$ cat src/rtl/ofs_pkg.sv
// Shared constants and forwarding-tag type for the operand fetch stage.
package ofs_pkg;

   localparam logic [3:0] REG_PC     = 4'd15;
   localparam int         DEF_DW     = 32;
   localparam int         DEF_CTRL_W = 16;
   localparam int         DEF_PC_OFS = 8;

   typedef struct packed {
      logic       vld;
      logic       wr;
      logic [3:0] rd;
   } fwd_tag_t;

   // A producer writing R15 never forwards: R15 reads always see the PC.
   function automatic logic tag_hit(fwd_tag_t t, logic [3:0] rs);
      return t.vld && t.wr && (t.rd == rs) && (t.rd != REG_PC);
   endfunction

endpackage

$ cat src/rtl/fwd_select.sv
// One operand's source mux: PC+ofs for R15, else youngest EX/MEM/WB hit, else register file.
// Purely combinational; also flags a not-yet-available load result in EX.
module fwd_select
   import ofs_pkg::*;
#(
   parameter int DW     = DEF_DW,
   parameter int PC_OFS = DEF_PC_OFS
) (
   input  logic [3:0]    rs_i,
   input  logic          use_i,
   input  logic [DW-1:0] pc_i,
   input  logic [DW-1:0] rf_dat_i,
   input  fwd_tag_t      ex_tag_i,
   input  logic          ex_load_i,
   input  logic [DW-1:0] ex_dat_i,
   input  fwd_tag_t      mem_tag_i,
   input  logic [DW-1:0] mem_dat_i,
   input  fwd_tag_t      wb_tag_i,
   input  logic [DW-1:0] wb_dat_i,
   output logic [DW-1:0] op_o,
   output logic          load_hit_o
);

   always_comb begin
      op_o       = rf_dat_i;
      load_hit_o = 1'b0;
      if (rs_i == REG_PC) begin
         op_o = pc_i + DW'(PC_OFS);
      end else if (tag_hit(ex_tag_i, rs_i) && !ex_load_i) begin
         op_o = ex_dat_i;
      end else if (tag_hit(mem_tag_i, rs_i)) begin
         op_o = mem_dat_i;
      end else if (tag_hit(wb_tag_i, rs_i)) begin
         op_o = wb_dat_i;
      end
      load_hit_o = use_i && (rs_i != REG_PC) && tag_hit(ex_tag_i, rs_i) && ex_load_i;
   end

endmodule

$ cat src/rtl/operand_fetch_stage.sv
// ID/EX stage: resolves operands by forwarding, stalls on load-use, registers into ID/EX (1-cycle latency).
// Holds all state while EX withholds ex_ready; flush kills the register and drops the ID instruction.
module operand_fetch_stage
   import ofs_pkg::*;
#(
   parameter int DW     = DEF_DW,
   parameter int CTRL_W = DEF_CTRL_W,
   parameter int PC_OFS = DEF_PC_OFS,
   parameter int CNT_W  = 16
) (
   input  logic              clk,
   input  logic              clr,
   input  logic              id_valid,
   output logic              id_ready,
   input  logic [3:0]        id_ra,
   input  logic [3:0]        id_rb,
   input  logic              id_use_a,
   input  logic              id_use_b,
   input  logic [3:0]        id_rd,
   input  logic              id_wr,
   input  logic [CTRL_W-1:0] id_ctrl,
   input  logic [DW-1:0]     id_pc,
   input  logic [DW-1:0]     rf_y0,
   input  logic [DW-1:0]     rf_y1,
   input  logic              ex_fwd_valid,
   input  logic              ex_fwd_wr,
   input  logic              ex_fwd_load,
   input  logic [3:0]        ex_fwd_rd,
   input  logic [DW-1:0]     ex_fwd_data,
   input  logic              mem_fwd_valid,
   input  logic              mem_fwd_wr,
   input  logic [3:0]        mem_fwd_rd,
   input  logic [DW-1:0]     mem_fwd_data,
   input  logic              wb_fwd_valid,
   input  logic              wb_fwd_wr,
   input  logic [3:0]        wb_fwd_rd,
   input  logic [DW-1:0]     wb_fwd_data,
   input  logic              flush,
   input  logic              ex_ready,
   output logic              ex_valid,
   output logic [DW-1:0]     ex_op_a,
   output logic [DW-1:0]     ex_op_b,
   output logic [3:0]        ex_rd,
   output logic              ex_wr,
   output logic [CTRL_W-1:0] ex_ctrl,
   output logic [DW-1:0]     ex_pc,
   output logic [CNT_W-1:0]  stall_cnt
);

   fwd_tag_t          ex_tag, mem_tag, wb_tag;
   logic [DW-1:0]     op_a, op_b;
   logic              hit_a, hit_b, hz, adv, load_en;
   logic              ex_valid_q, ex_valid_d;
   logic [DW-1:0]     op_a_q, op_b_q, pc_q;
   logic [3:0]        rd_q;
   logic              wr_q;
   logic [CTRL_W-1:0] ctrl_q;
   logic [CNT_W-1:0]  stall_cnt_q, stall_cnt_d;

   assign ex_tag  = {ex_fwd_valid, ex_fwd_wr, ex_fwd_rd};
   assign mem_tag = {mem_fwd_valid, mem_fwd_wr, mem_fwd_rd};
   assign wb_tag  = {wb_fwd_valid, wb_fwd_wr, wb_fwd_rd};

   fwd_select #(.DW(DW), .PC_OFS(PC_OFS)) u_sel_a (
      .rs_i(id_ra), .use_i(id_use_a), .pc_i(id_pc), .rf_dat_i(rf_y0),
      .ex_tag_i(ex_tag), .ex_load_i(ex_fwd_load), .ex_dat_i(ex_fwd_data),
      .mem_tag_i(mem_tag), .mem_dat_i(mem_fwd_data),
      .wb_tag_i(wb_tag), .wb_dat_i(wb_fwd_data),
      .op_o(op_a), .load_hit_o(hit_a)
   );

   fwd_select #(.DW(DW), .PC_OFS(PC_OFS)) u_sel_b (
      .rs_i(id_rb), .use_i(id_use_b), .pc_i(id_pc), .rf_dat_i(rf_y1),
      .ex_tag_i(ex_tag), .ex_load_i(ex_fwd_load), .ex_dat_i(ex_fwd_data),
      .mem_tag_i(mem_tag), .mem_dat_i(mem_fwd_data),
      .wb_tag_i(wb_tag), .wb_dat_i(wb_fwd_data),
      .op_o(op_b), .load_hit_o(hit_b)
   );

   assign hz       = id_valid && (hit_a || hit_b);
   assign adv      = !ex_valid_q || ex_ready;
   assign id_ready = flush || (adv && !hz);

   always_comb begin
      ex_valid_d  = ex_valid_q;
      load_en     = 1'b0;
      stall_cnt_d = stall_cnt_q;
      if (adv || flush) begin
         ex_valid_d = id_valid && !hz && !flush;
         load_en    = ex_valid_d;
      end
      // Counts while stalled even if EX is also back-pressuring; saturates.
      if (hz && !flush && (stall_cnt_q != '1)) begin
         stall_cnt_d = stall_cnt_q + CNT_W'(1);
      end
   end

   always_ff @(posedge clk) begin
      if (!clr) begin
         ex_valid_q  <= 1'b0;
         op_a_q      <= '0;
         op_b_q      <= '0;
         rd_q        <= '0;
         wr_q        <= 1'b0;
         ctrl_q      <= '0;
         pc_q        <= '0;
         stall_cnt_q <= '0;
      end else begin
         ex_valid_q  <= ex_valid_d;
         stall_cnt_q <= stall_cnt_d;
         if (load_en) begin
            op_a_q <= op_a;
            op_b_q <= op_b;
            rd_q   <= id_rd;
            wr_q   <= id_wr;
            ctrl_q <= id_ctrl;
            pc_q   <= id_pc;
         end
      end
   end

   assign ex_valid  = ex_valid_q;
   assign ex_op_a   = op_a_q;
   assign ex_op_b   = op_b_q;
   assign ex_rd     = rd_q;
   assign ex_wr     = wr_q;
   assign ex_ctrl   = ctrl_q;
   assign ex_pc     = pc_q;
   assign stall_cnt = stall_cnt_q;

endmodule
$ cat config.mk
export PLATFORM = sky130hd
export DESIGN_NAME = operand_fetch_stage
export DESIGN_NICKNAME = d
export VERILOG_FILES = /design/src/rtl/ofs_pkg.sv /design/src/rtl/fwd_select.sv /design/src/rtl/operand_fetch_stage.sv
export SDC_FILE = /design/constraint.sdc
export NUM_CORES = 1
export LEC_CHECK = 0
export ABC_AREA = 0
export ABC_CLOCK_PERIOD_IN_PS = 3200
export CORE_AREA = 2 2 150 152
export DETAILED_ROUTE_END_ITERATION = 7
export DIE_AREA = 0 0 152 154
export PLACE_DENSITY_LB_ADDON = 0.2
export SETUP_SLACK_MARGIN = 0.4
export SYNTH_ARGS = -nofsm -noshare
export SYNTH_HDL_FRONTEND = slang
export SYNTH_HIERARCHICAL = 1
export SYNTH_SLANG_ARGS = --single-unit
$ cat constraint.sdc
create_clock -name clk -period 3.2 [get_ports clk]
set_input_delay 0.64 -clock clk [delete_from_list [all_inputs] [get_ports clk]]
set_output_delay 0.64 -clock clk [all_outputs]
set_load 0.005 [all_outputs]
* After elaboration in Yosys (flattened, before gate mapping)
Cells that the tools add are included.
** Operators by class
- $add $sub $neg :: 2
- Reductions and logical operators :: 37
- Mux-type cells :: 9
- Equal/unequal tests :: 14
** Operators by type and width (count)
- 32-bit 2-to-1 mux :: 8
- 32-bit by 4-bit adder with 32-bit output, second input constant :: 1
- 1-bit logical AND :: 29
- 4-bit == test :: 6
- 4-bit != test, second input constant :: 5
- 16-bit by 1-bit adder with 16-bit output, second input constant :: 1
- 16-bit != test, second input constant :: 1
- 4-bit == test, second input constant :: 2
- 1-bit logical NOT :: 4
- 1-bit logical OR :: 4
- 1-bit 2-to-1 mux :: 1
** Word-level totals
- Word-level logic and storage cells :: 70
- Output and inout port bits :: 135
- Bits of input ports :: 247
- Register bits after elaboration :: 134

* Logic depth before layout (Yosys ltp)
- Depth in word-level cells :: 11
- Depth in mapped cells :: 11
- Mapped depth without buffers :: 8

* Hierarchy
The synthesis kept the hierarchy.
** Modules (own cells, without submodules)
- operand_fetch_stage :: times used 1, area an instance 4893.4 um2, cells an instance 616
- fwd_select :: times used 2, area an instance 1916.8 um2, cells an instance 313

* Worst setup path after synthesis
No wires, ideal clock.
- Path type :: input-to-reg
- Start :: input id_ra[2]
- End :: register stall_cnt_q[11], in the netlist stall_cnt[11]
- Required time :: 3084 ps
- Data arrival time :: 2785 ps
- Stages on the path :: 8
- Path slack :: 299 ps
- Library setup time :: 116 ps
- Buffers on the path :: 1
- Path through :: xnor2_1 o2111ai_1 a2111oi_0 nor2_1 or3_4 buf_6 or4_1 o211a_1
** Between the ends
- Longest elaborated chain between the ends :: 9
** RTL lines
- start: declaration :: line operand_fetch_stage.sv:15 : input logic [3:0] id_ra,
- 4-bit == test :: line ofs_pkg.sv:17 : return t.vld && t.wr && (t.rd == rs) && (t.rd != REG_PC);
- 1-bit logical AND (2 in series) :: line ofs_pkg.sv:17
- 1-bit logical AND * (2 in series) :: line fwd_select.sv:36 : load_hit_o = use_i && (rs_i != REG_PC) && tag_hit(ex_tag_i, rs_i) && ex_load_i;
- via hit_a :: line operand_fetch_stage.sv:52 : logic hit_a, hit_b, hz, adv, load_en;
- 1-bit logical OR * :: line operand_fetch_stage.sv:80 : assign hz = id_valid && (hit_a || hit_b);
- 1-bit logical AND * :: line operand_fetch_stage.sv:80
- 1-bit logical AND * (2 in series) :: line operand_fetch_stage.sv:93 : if (hz && !flush && (stall_cnt_q != '1)) begin
- end signal: assignment :: line operand_fetch_stage.sv:110 : stall_cnt_q <= stall_cnt_d;
- end: declaration :: line operand_fetch_stage.sv:58 : logic [CNT_W-1:0] stall_cnt_q, stall_cnt_d;
Mark *: on every way through the listed nets, which the timed path passes. The rest lies on a longest branch.
A chain may end at the register's enable or synchronous reset.

* Worst setup path after layout
- Start :: input id_rb[1]
- End :: register stall_cnt_q[15], in the netlist stall_cnt[15]
** Between the ends
- Longest elaborated chain between the ends :: 9
** RTL lines
- start: declaration :: line operand_fetch_stage.sv:16 : input logic [3:0] id_rb,
- 4-bit == test :: line ofs_pkg.sv:17
- 1-bit logical AND (2 in series) :: line ofs_pkg.sv:17
- 1-bit logical AND * (2 in series) :: line fwd_select.sv:36
- via hit_b :: line operand_fetch_stage.sv:52
- 1-bit logical OR * :: line operand_fetch_stage.sv:80
- 1-bit logical AND * :: line operand_fetch_stage.sv:80
- 1-bit logical AND * (2 in series) :: line operand_fetch_stage.sv:93
Marked as above.

==> results.cfg <==
[global_route]
grt_start_max_net_pins = 49
first_global_vias = 10500
grt_overflow = 0
antenna_found_initial = 3
grt_usage_pct = 32.4
grt_pass1_wl_mm = 60.2

[setup_path]
crit_path_start_kind = primary input
cp_common_cell = buf_4
rr_endpoint = stall_cnt[1]
crit_end = stall_cnt[15]
crit_chain = buf_2 -> xnor2_2 -> nand2_2 -> a2111oi_4 -> buf_4 -> buf_4 -> buf_4 -> buf_4 -> buf_4 -> nor2_2 -> or3_4 -> or4_1 -> o211a_1
cp_top_family = simple AND/OR/NAND/NOR gates
critPathArrivalTime_ns = 3.12
cp_num_buf_inv = 6
critPathSlowestCell = or4_1
cp_max_fo = 5
endpoint_kind = register
r2r_slack_ns = 0.97
required_ns = 3.52
ff2ff_path_depth = 5
critPathKind = primary input to register
critPathMaxStageDelay_ns = 0.48
crit_cells = 13
reg2reg_from = stall_cnt[0]
worstSetupStartpoint = id_rb[1]

[drt]
drt_iter0_markers = 907
postRouteAntennaNets = 0
drtPass1Iterations = 6
drc = 0
wl_per_cell_um = 20.3
num_vias = 11100
routed_wl_mm = 39.8
viasPerCell = 5.66

[synth]
synthCells = 1242
ys_async_sr_fraction_pct = 0
synthDistinctLibCells = 53
ys.flop_type = dfxtp_1
synth-edff-count = 0
ys_seq_area_share_pct = 30.7
syn_area_mm2 = 0.00873
ys_seq_elements = 134
yosys_warnings = 6
synth_fp_nets = 1492
avgSynthCellArea_um2 = 7.03

[timing]
setup_tns_ns = 0
fmax_mhz = 358
period_needed_ns = 2.79
setup_slack_ns = 0.406
tightest_slew_ns = 0.746
setup_violations = 0
relSlewSlack_pct = 50.2
maxSlewViolCount = 0
hold-worst-slack_ns = 0.453
fin_worst_skew_ns = 0.00956
hold_viol_final = 0
rsz0062_at_grt = true
timing.final.crit_share_pct = 87.3

[cells_and_area]
multiInputGateArea_mm2 = 0.00578
fin_util_pct = 65.8
synthToLayoutAreaGrowth_pct = 63.6
fillers = 1971
regArea_mm2 = 0.00268
drive_gt1_share_pct = 11.7
nNetsFinal = 1911

[placement]
dp_slack_ns = -0.275
dpl.hpwl_mm = 29.0
gp_congestion = 0.952
io_buffer_count = 381

[run]
cap_viol_max_count = 0

[clocking]
cts_buffer_depth = 2
htreeDepth = 4
cts-root-buf = clkbuf_16
clkSinkCount = 134
cts_tree = yes
clkLatencyLatePin_ns = 0.43
cts_buffers = 17
clk_pin_slew_ns = 0.06
cts_hold_buffers = 0

[worst_hold_path]
hp-class = register to register
hp-start = ex_ctrl[2]

[floorplan]
die_area_mm2 = 0.0234
dieWidth_um = 152
die_h_um = 154
rows = 54
ios = 382
core_area_mm2 = 0.0217
start_util_pct = 40.2

[run_status]
outcome = finished clean

[pwr]
powerDensity_mw_per_mm2 = 355
max-vdd-ir-drop_mv = 0.291
power_leakage_nw = 5.36
[power breakdown]
group | switching [mW] | internal (mW) | leakage, nW | total [mW]
Sequential | 0.0400 | 1.74 | 1.09 | 1.78
Clock | 0.845 | 1.25 | 0.290 | 2.10
Combinational | 0.526 | 0.656 | 3.98 | 1.18
Total | 1.41 | 3.66 | 5.36 | 5.07
[metal layers]
metal	vias to the layer above	global-route usage [%]	part of all wire, %
met2	601	55.2	48
met1	5184	40.0	41
met4	2	10.8	2.6
met5	-	0	0.033
met3	80	8.29	8.9
li1	5203	-	-
[cells by family (layout without fill, tap and decap cells)]
group | after synthesis | count (layout) | share of synthesized area [%]
AOI/OAI and AO/OA | 339 | 339 | 24.6
adders and majority gates | 3 | 3 | 0.430
DFF | 134 | 134 | 30.7
buffers and inverters | 101 | 530 | 5.05
and+or+nand+nor | 576 | 578 | 30.1
other | 0 | 2 | 0
muxes | 13 | 13 | 1.49
xor gates and xnor gates | 76 | 76 | 7.63
[worst min-delay path by stage]
| stage | endpoint | slack [ns] | cells past startpoint |
|---|---|---|---|
| after floorplan | ex_ctrl[0] | 0.45 | 2 |
| after global placement | ex_ctrl[7] | 0.44 | 2 |
| after detailed placement | ex_pc[3] | 0.45 | 2 |
| after CTS | ex_op_b[28] | 0.45 | 2 |
| after global routing | ex_rd[0] | 0.47 | 2 |
| final | ex_ctrl[2] | 0.45 | 2 |
[worst reg2reg max path, cell delays in order, from the launching register on]
cell and delay, ns:
dfxtp_1 0.43, ha_1 0.26, nand4_1 0.50, nor4_4 0.63, nor2_1 0.14, mux2i_1 0.16
[layout make-up]
class                   instances  share of cell area [%]
clock inverters                13                    1.19
diodes                          2                  0.0350
well taps                     280                    2.45
repair buffers                489                    33.7
flip-flops and latches        134                    18.8
inverters                      10                   0.280
clock buffers                  18                    3.08
multi-input cells            1009                    40.4
[cells in the mapped netlist (all sizes together) (4+ instances only)]
master	number	area, µm²
nand2	382	1430
a21oi	153	766
a22oi	62	495
nor4	11	139
and3	36	225
nor2	52	195
or3	4	30.0
and2	4	25.0
nor3	6	30.0
mux2i	13	130
xnor2	32	280
nand3	37	190
and4	10	92.6
a2111oi	4	72.6
o21ai	69	345
clkbuf	60	225
a311o	24	240
a211o	8	70.1
or4	5	37.5
dfxtp	134	2680
nand4	19	149
inv	9	33.8
xor2	44	385
nand2b	6	45.0
buf	31	178
[flip-flops by register name, summed over array words and instances, names as in the netlist]
register / cells
ex_ctrl: 16
ex_op_a: 32
ex_op_b: 32
ex_pc: 32
ex_rd: 4
ex_valid: 1
ex_wr: 1
stall_cnt: 16
[cell usage in the layout (no fill, tap or decap), types with 8 or more instances in the layout]
| cell type | count |
|---|---|
| xnor2_1 | 28 |
| o21ai_0 | 44 |
| inv_1 | 9 |
| and3_1 | 35 |
| a21oi_1 | 153 |
| clkdlybuf4s50_1 | 363 |
| and4_1 | 8 |
| nand4_1 | 17 |
| buf_4 | 87 |
| a311o_1 | 24 |
| buf_12 | 19 |
| mux2i_1 | 13 |
| nor2_1 | 49 |
| clkbuf_16 | 17 |
| a211o_1 | 8 |
| dfxtp_1 | 134 |
| nand3_1 | 33 |
| o21ai_1 | 24 |
| a22oi_1 | 56 |
| nand2_1 | 380 |
| xor2_1 | 44 |
[through the flow]
step	power, mW	cell area [µm²]	instances
finish	5.07	14300	1955
global route	5.25	14300	1955
CTS	5.07	14200	1946
detailed placement	2.97	13400	1900
global placement	2.96	13400	1900
floorplan	2.23	8740	1242
[repair_timing]
item	4_1_cts	5_1_grt
gates resized for setup	41	27
pin swaps	13	17
hold endpoints to repair	0	0
buffers inserted	14	6
setup endpoints to repair	35	81
gates cloned	1	1
Note: power is estimated with default switching activity, not from simulation.
